### src/rtl/dyn_bank_allocator_pkg.sv
// Shared state encodings and sizing helper for the dynamic bank allocator.
package dyn_bank_allocator_pkg;

    localparam logic [1:0] ST_ENABLE = 2'b01;
    localparam logic [1:0] ST_DRAIN  = 2'b10;
    localparam logic [1:0] ST_SWITCH = 2'b11;

    // Bits needed to hold values 0..max_val; never less than one bit.
    function automatic int cnt_width(input int max_val);
        return (max_val < 1) ? 1 : $clog2(max_val + 1);
    endfunction

endpackage

### src/rtl/dyn_bank_rr_select.sv
// Combinational round-robin picker: first request at or after the one-hot
// pointer, wrapping around, returned one-hot with an any-valid flag.
module dyn_bank_rr_select #(
    parameter int width = 5
) (
    input  logic [width-1:0] req_i,
    input  logic [width-1:0] ptr_i,
    output logic [width-1:0] gnt_o,
    output logic             valid_o
);

    always_comb begin
        logic found;
        found   = 1'b0;
        gnt_o   = '0;
        for (int j = 0; j < width; j++) begin
            if (ptr_i[j]) begin
                for (int k = 0; k < width; k++) begin
                    if (!found && req_i[(j + k) % width]) begin
                        gnt_o[(j + k) % width] = 1'b1;
                        found                  = 1'b1;
                    end
                end
            end
        end
        valid_o = found;
    end

endmodule

### src/rtl/dyn_bank_allocator.sv
// Per-bank ownership controller: hysteretic pressure tracking, round-robin
// owner selection, drain-then-switch hand-over. Option: DYN_BANK_DRAIN_TIMEOUT_EN.
//
// state  | meaning
// ENABLE | shared VCs allocatable; hold counter runs down; looks for a new owner
// DRAIN  | allocation blocked; waits for bank shared VCs to free and empty
// SWITCH | one cycle; grant takes the latched target, hold reloads
module dyn_bank_allocator
    import dyn_bank_allocator_pkg::*;
#(
    parameter int num_ports        = 5,
    parameter int num_vcs          = 8,
    parameter int num_vcs_per_bank = 2,
    parameter int bank_id          = 0,
    parameter int counter_width    = 4,
    parameter int congest_thresh   = 15,
    parameter int release_thresh   = 8,
    parameter int min_hold         = 4,
    parameter int drain_timeout    = 16
) (
    input  logic                           clk,
    input  logic                           reset,
    input  logic [num_ports*num_vcs-1:0]   allocated_ip_ivc,
    input  logic [num_ports*num_vcs-1:0]   allocated_ip_shared_ivc,
    input  logic [num_vcs_per_bank-1:0]    shared_ivc_empty,
    output logic                           ready_for_allocation,
    output logic [num_ports-1:0]           memory_bank_grant_out,
    output logic                           grant_changed,
    output logic                           drain_aborted
);

    localparam int HOLD_W = cnt_width(min_hold);
    localparam int SLICE  = bank_id * num_vcs_per_bank;

    localparam logic [counter_width-1:0] CNT_MAX = {counter_width{1'b1}};
    localparam logic [counter_width-1:0] CONG    = counter_width'(congest_thresh);
    localparam logic [counter_width-1:0] REL     = counter_width'(release_thresh);
    localparam logic [HOLD_W-1:0]        HOLD_LD = HOLD_W'(min_hold);
    localparam logic [num_ports-1:0]     RST_GRANT =
        {{(num_ports-1){1'b0}}, 1'b1} << (bank_id % num_ports);

    logic [counter_width-1:0] cnt_q [num_ports];
    logic [counter_width-1:0] cnt_d [num_ports];
    logic [num_ports-1:0]     congested_q, congested_d;
    logic [num_ports-1:0]     bank_full;
    logic [1:0]               state_q, state_d;
    logic [num_ports-1:0]     grant_q, grant_d;
    logic [num_ports-1:0]     target_q, target_d;
    logic [HOLD_W-1:0]        hold_q, hold_d;
    logic                     gc_q, gc_d;
    logic                     shared_busy;
    logic                     drain_done;
    logic [num_ports-1:0]     rr_ptr;
    logic [num_ports-1:0]     rr_gnt;
    logic                     rr_valid;

    logic unused_ins;
    assign unused_ins = ^{allocated_ip_ivc, allocated_ip_shared_ivc};

    always_comb begin
        bank_full   = '0;
        shared_busy = 1'b0;
        for (int p = 0; p < num_ports; p++) begin
            bank_full[p] = &allocated_ip_ivc[p*num_vcs + SLICE +: num_vcs_per_bank];
            if (|allocated_ip_shared_ivc[p*num_vcs + SLICE +: num_vcs_per_bank])
                shared_busy = 1'b1;
        end
    end

    assign drain_done = !shared_busy && (&shared_ivc_empty);

    // Saturating pressure counters; congestion flag follows the registered count.
    always_comb begin
        for (int p = 0; p < num_ports; p++) begin
            if (bank_full[p])
                cnt_d[p] = (cnt_q[p] == CNT_MAX) ? cnt_q[p]
                                                 : cnt_q[p] + counter_width'(1);
            else
                cnt_d[p] = (cnt_q[p] == '0) ? cnt_q[p]
                                            : cnt_q[p] - counter_width'(1);
            congested_d[p] = congested_q[p];
            if (cnt_q[p] >= CONG)
                congested_d[p] = 1'b1;
            else if (cnt_q[p] <= REL)
                congested_d[p] = 1'b0;
        end
    end

    // Pointer one past the owner, so the owner is the last candidate.
    assign rr_ptr = {grant_q[num_ports-2:0], grant_q[num_ports-1]};

    dyn_bank_rr_select #(
        .width (num_ports)
    ) u_rr_select (
        .req_i   (congested_q),
        .ptr_i   (rr_ptr),
        .gnt_o   (rr_gnt),
        .valid_o (rr_valid)
    );

`ifdef DYN_BANK_DRAIN_TIMEOUT_EN
    localparam int DRN_W = cnt_width(drain_timeout);
    localparam logic [DRN_W-1:0] DRN_LD = DRN_W'(drain_timeout - 1);

    logic [DRN_W-1:0] drn_q, drn_d;
    logic             abort_q, abort_d;
`else
    logic unused_cfg;
    assign unused_cfg = (drain_timeout > 0);
`endif

    always_comb begin
        state_d  = state_q;
        grant_d  = grant_q;
        target_d = target_q;
        hold_d   = hold_q;
        gc_d     = 1'b0;
`ifdef DYN_BANK_DRAIN_TIMEOUT_EN
        drn_d    = drn_q;
        abort_d  = 1'b0;
`endif
        case (state_q)
            ST_ENABLE: begin
                if (hold_q != '0)
                    hold_d = hold_q - HOLD_W'(1);
                if (hold_q == '0 && rr_valid && rr_gnt != grant_q) begin
                    state_d  = ST_DRAIN;
                    target_d = rr_gnt;
`ifdef DYN_BANK_DRAIN_TIMEOUT_EN
                    drn_d    = DRN_LD;
`endif
                end
            end
            ST_DRAIN: begin
                if (drain_done)
                    state_d = ST_SWITCH;
`ifdef DYN_BANK_DRAIN_TIMEOUT_EN
                else if (drn_q == '0) begin
                    state_d = ST_ENABLE;
                    hold_d  = HOLD_LD;
                    abort_d = 1'b1;
                end else
                    drn_d = drn_q - DRN_W'(1);
`endif
            end
            ST_SWITCH: begin
                grant_d = target_q;
                hold_d  = HOLD_LD;
                gc_d    = 1'b1;
                state_d = ST_ENABLE;
            end
            default: state_d = ST_ENABLE;
        endcase
    end

    always_ff @(posedge clk or posedge reset) begin
        if (reset) begin
            for (int p = 0; p < num_ports; p++)
                cnt_q[p] <= '0;
            congested_q <= '0;
            state_q     <= ST_ENABLE;
            grant_q     <= RST_GRANT;
            target_q    <= RST_GRANT;
            hold_q      <= '0;
            gc_q        <= 1'b0;
        end else begin
            for (int p = 0; p < num_ports; p++)
                cnt_q[p] <= cnt_d[p];
            congested_q <= congested_d;
            state_q     <= state_d;
            grant_q     <= grant_d;
            target_q    <= target_d;
            hold_q      <= hold_d;
            gc_q        <= gc_d;
        end
    end

`ifdef DYN_BANK_DRAIN_TIMEOUT_EN
    always_ff @(posedge clk or posedge reset) begin
        if (reset) begin
            drn_q   <= '0;
            abort_q <= 1'b0;
        end else begin
            drn_q   <= drn_d;
            abort_q <= abort_d;
        end
    end

    assign drain_aborted = abort_q;
`else
    assign drain_aborted = 1'b0;
`endif

    assign ready_for_allocation  = (state_q == ST_ENABLE);
    assign memory_bank_grant_out = grant_q;
    assign grant_changed         = gc_q;

endmodule

### config.mk
export PLATFORM = sky130hd
export DESIGN_NAME = dyn_bank_allocator
export DESIGN_NICKNAME = d
export VERILOG_FILES = /design/src/rtl/dyn_bank_allocator_pkg.sv /design/src/rtl/dyn_bank_rr_select.sv /design/src/rtl/dyn_bank_allocator.sv
export SDC_FILE = /design/constraint.sdc
export NUM_CORES = 1
export LEC_CHECK = 0
export ABC_CLOCK_PERIOD_IN_PS = 3000
export BUFFER_PORTS_ARGS = -buffer_cell sky130_fd_sc_hd__buf_2
export CAP_MARGIN = 20
export CORE_MARGIN = 5
export CORE_UTILIZATION = 45
export CTS_BUF_LIST = sky130_fd_sc_hd__clkbuf_8
export CTS_CLUSTER_DIAMETER = 120
export DETAILED_ROUTE_END_ITERATION = 8
export PLACE_DENSITY = 0.71
export SKIP_LAST_GASP = 1
export SLEW_MARGIN = 25
export SYNTH_ARGS = -nofsm -noshare
export SYNTH_HDL_FRONTEND = slang
export SYNTH_SLANG_ARGS = --single-unit
export TNS_END_PERCENT = 50
### constraint.sdc
create_clock -name clk -period 3 [get_ports clk]
set_input_delay 0.3 -clock clk [delete_from_list [all_inputs] [get_ports clk]]
set_output_delay 0.3 -clock clk [all_outputs]
set_load 0.02 [all_outputs]
==> key figures <==
Cells and area
  • Layout cell share with drive strength beyond 1: 17.8%
  • Final instance area: 3510 sq um
  • # fillers: 627
  • Utilization after layout: 52.0%
  • Top library cells by usage in the layout, fill and taps aside: 41 x nand2_1, 38 x a21oi_1, 38 x dfrtp_1, 31 x o21ai_0, 30 x buf_2
  • Number of nets in the layout: 513
  • Commonest non-fill, non-tap cell in the layout: nand2_1
  • Filler-free cell count of the finished design: 489
  • Area delta synth->final: 13.2%
  • Count of inserted antenna diode cells: 0

Floorplanning
  • Overall die width: 93.0 microns
  • Top-Level Pins: 92
  • Initial cell density of the core: 45.9%
  • Placeable core region: 6760 sq um
  • Die area: 8660 sq um
  • Height of the die: 93.0 microns
  • Std-Cell Rows: 30

Synthesis
  • Synth warn: 0
  • Mapped Nets: 476
  • Ranking of synthesized cells by area: dfrtp_1 31%, ha_1 6.5%, a21oi_1 6.1%
  • Top flip-flop cell by instance count after synthesis: dfrtp_1
  • Fraction of the mapped netlist area in compound gates: 24.8%
  • Avg Cell Area, Syn: 8.36 sq um
  • Area fraction in and, or, nand and nor cells after synthesis: 21.0%
  • Number of enable-type register cells in the synthesized netlist: 0
  • Netlist area before placement: 3100 sq um
  • Number of synthesized register bits: 41
  • Post-synthesis adder-cell area fraction: 9.68%
  • Parity-gate share of the synthesized area counting xor and xnor cells: 1.98%
  • Mux contribution to synthesized area: 3.83%
  • Biggest area consumer among synthesized cells: dfrtp_1
  • Register area share after synthesis: 33.2%
  • Post-synth cell types: 58
  • Share of the synthesized area in the top cell type: 30.6%
  • Share of flip-flops with an asynchronous set or reset: 100%
  • Main combinational cell family by area after synthesis: compound AO/OA/AOI/OAI gates
  • Mapped Cells: 371

Outcome
  • Outcome: finished, final reports clean

GRT
  • First-pass GRT wire length: 11.4 mm
  • Gr usage total: 15.7%
  • Via count of the first global-routing pass: 2585
  • Largest net degree at the start of global routing: 30
  • Met1 Usage GRT: 21.1%
  • GRT busiest layer: met2
  • Met3 routing resource usage after global routing: 2.90%
  • Initial antenna violation count: 0
  • Met2 Use GR: 25.8%
  • Overflow after GRT: 0

STA
  • Setup tns final: 0 ns
  • Number of hold-slack violations in the final timing report: 0
  • Transition time at the pin with the least slew margin: 0.801 ns
  • Highest attainable clock frequency: 354 MHz
  • Crit share post-route: 94.2%
  • Largest clock skew in the final design: 0.00353 ns
  • Tightest slew margin relative to the limit: 45.2%
  • Final setup viols: 0
  • Time the worst path needs with I/O delays and setup: 2.83 ns
  • Slew Limit Fails: 0
  • RSZ-0062 raised after global routing: no

Route
  • Routed vias: 2796
  • First-pass iteration count of the detailed router: 5
  • Starting DRT DRC Count: 156
  • Routed length per instance: 13.3 microns
  • Number of remaining DRC errors: 0
  • Via density per instance: 5.72
  • Post-detailed-routing wire length: 6.50 mm
  • Number of antenna-violating nets in the routed design: 0

Setup path
  • Setup CP Type: flip-flop to flip-flop
  • Startpoint class of the critical path: flip-flop
  • Critical Path Sink Type: flip-flop
  • Critical path peak fanout: 10
  • WP data required: 3.19 ns
  • Arrival time reported for the critical path endpoint: 3.01 ns

Pwr
  • Gate power share: 50.8%
  • Flop pwr share: 34.4%
  • Static power due to leakage: 1.60 nW
  • Total power after layout: 3.18 mW
  • IR drop worst, VDD: 404 uV
  • Share of total power in the clock network: 14.8%
  • Power per cell area: 906 nW/um^2
  • Switching power summed over all nets: 1.41 mW
  • Switching share of power: 44.3%
  • Internal power contribution: 1.77 mW

Place
  • Total cell area at the placement stage: 3390 sq um
  • Placed cell count: 481
  • GPL Wtd Cong: 0.911
  • Final HPWL DP: 5.13 mm
  • Buffers on Ports: 30

Clocking
  • Clock latency on the worst-skew pair: 0.30 ns
  • Clk slew on worst S/H paths: 0.08 ns
  • Num Clock Sinks: 41
  • H-tree depth: 2
  • Clock tree root buffer cell: clkbuf_8
  • CTS tree: built
  • Maximum root-to-sink buffer count: 2
  • Total CTS buffers: 5
  • Number of buffers inserted by post-CTS setup repair: 0

Min path
  • Worst Hold Class: input pin to asynchronous set/reset pin

Run
  • Max capacitance violation total: 0
==> layer usage <==
layer / wire [microns] / part of all wire (%)
met5: 0 / 0
met1: 3030 / 47
met4: 93 / 1.4
met2: 3020 / 46
met3: 363 / 5.6
==> timing repair <==
| item | in CTS | in global routing |
|---|---|---|
| hold buffers | 0 | 0 |
| gates resized for setup | 0 | 1 |
| endpoints found under the setup margin | 0 | 3 |
==> critical path, cell delays in order, from the launching register on <==
cell	delay (ns)
dfrtp_1	0.49
or3_1	0.47
o311ai_1	0.42
o2111ai_1	0.20
or4_1	0.51
o21ai_4	0.30
mux2_4	0.33
==> state kept, by name, summed over array words and instances (netlist names) <==
register	flops
cnt_q	20
congested_q	5
memory_bank_grant_out	5
target_q	5
hold_q	3
state_q	2
grant_changed	1
==> cells by family after synthesis <==
group                      count (synthesis)
AOI/OAI and AO/OA                        122
xor gates and xnor gates                   7
adders and majority gates                 21
buffers and inverters                     42
DFF                                       41
muxes                                     10
other                                      1
and+or+nand+nor                          127
==> power groups by stage <==
stage	registers [mW]	clock network [mW]	logic, mW
floorplan	1.02	0	1.32
global placement	1.09	0	1.56
global route	1.14	0.502	1.88
detailed placement	1.11	0	1.62
CTS	1.09	0.483	1.63
finish	1.09	0.470	1.62
==> synthesized netlist by cell type (3+ instances only) <==
master,n
a211oi_1,3
a21boi_0,5
a21o_1,6
a21oi_1,38
a31oi_1,9
and2_1,6
clkbuf_1,9
dfrtp_1,38
dfstp_2,3
fa_1,5
ha_1,16
inv_1,29
mux2_2,3
mux2_4,3
mux2i_1,4
nand2_1,41
nand2b_1,6
nor2_1,28
nor2b_1,5
nor3_1,8
nor4_1,7
o211ai_1,3
o21ai_0,31
o22ai_1,7
o31ai_1,3
or2_2,3
or3b_2,3
or4_1,3
xnor2_1,7
==> metrics by stage <==
| stage | setup WS [ns] | hold slack (ns) |
|---|---|---|
| global placement | 0.0923 | 0.474 |
| finish | 0.173 | 0.0504 |
| CTS | 0.0535 | 0.271 |
| global route | 0.0702 | 0.104 |
| detailed placement | 0.104 | 0.474 |
| floorplan | 0.373 | 0.453 |
==> final cells by class <==
cell class | instances | area, sq um | area share (%)
inverters | 29 | 109 | 3.10
clock inverters | 2 | 37.5 | 1.07
multi-input cells | 288 | 1910 | 54.3
flip-flops and latches | 41 | 1030 | 29.3
clock buffers | 6 | 82.6 | 2.35
repair buffers | 43 | 248 | 7.05
well taps | 80 | 100 | 2.85
==> final timing paths <==
check	startpoint	endpoint	slack (ns)	cells past startpoint
worst max register to register	congested_q[3]$_DFFE_PP0P_	target_q[3]$_DFFE_PP0P_	0.17	6
worst min register to register	target_q[2]$_DFFE_PP0P_	memory_bank_grant_out[2]$_DFFE_PP0P_	0.49	2
min in group clk	target_q[2]$_DFFE_PP0P_	memory_bank_grant_out[2]$_DFFE_PP0P_	0.49	2
worst min-delay path	reset	target_q[3]$_DFFE_PP0P_	0.05	2
worst max-delay path	congested_q[3]$_DFFE_PP0P_	target_q[3]$_DFFE_PP0P_	0.17	6
max in group asynchronous	reset	target_q[0]$_DFFE_PP1P_	2.33	3
Power figures use the tool's default switching activity.
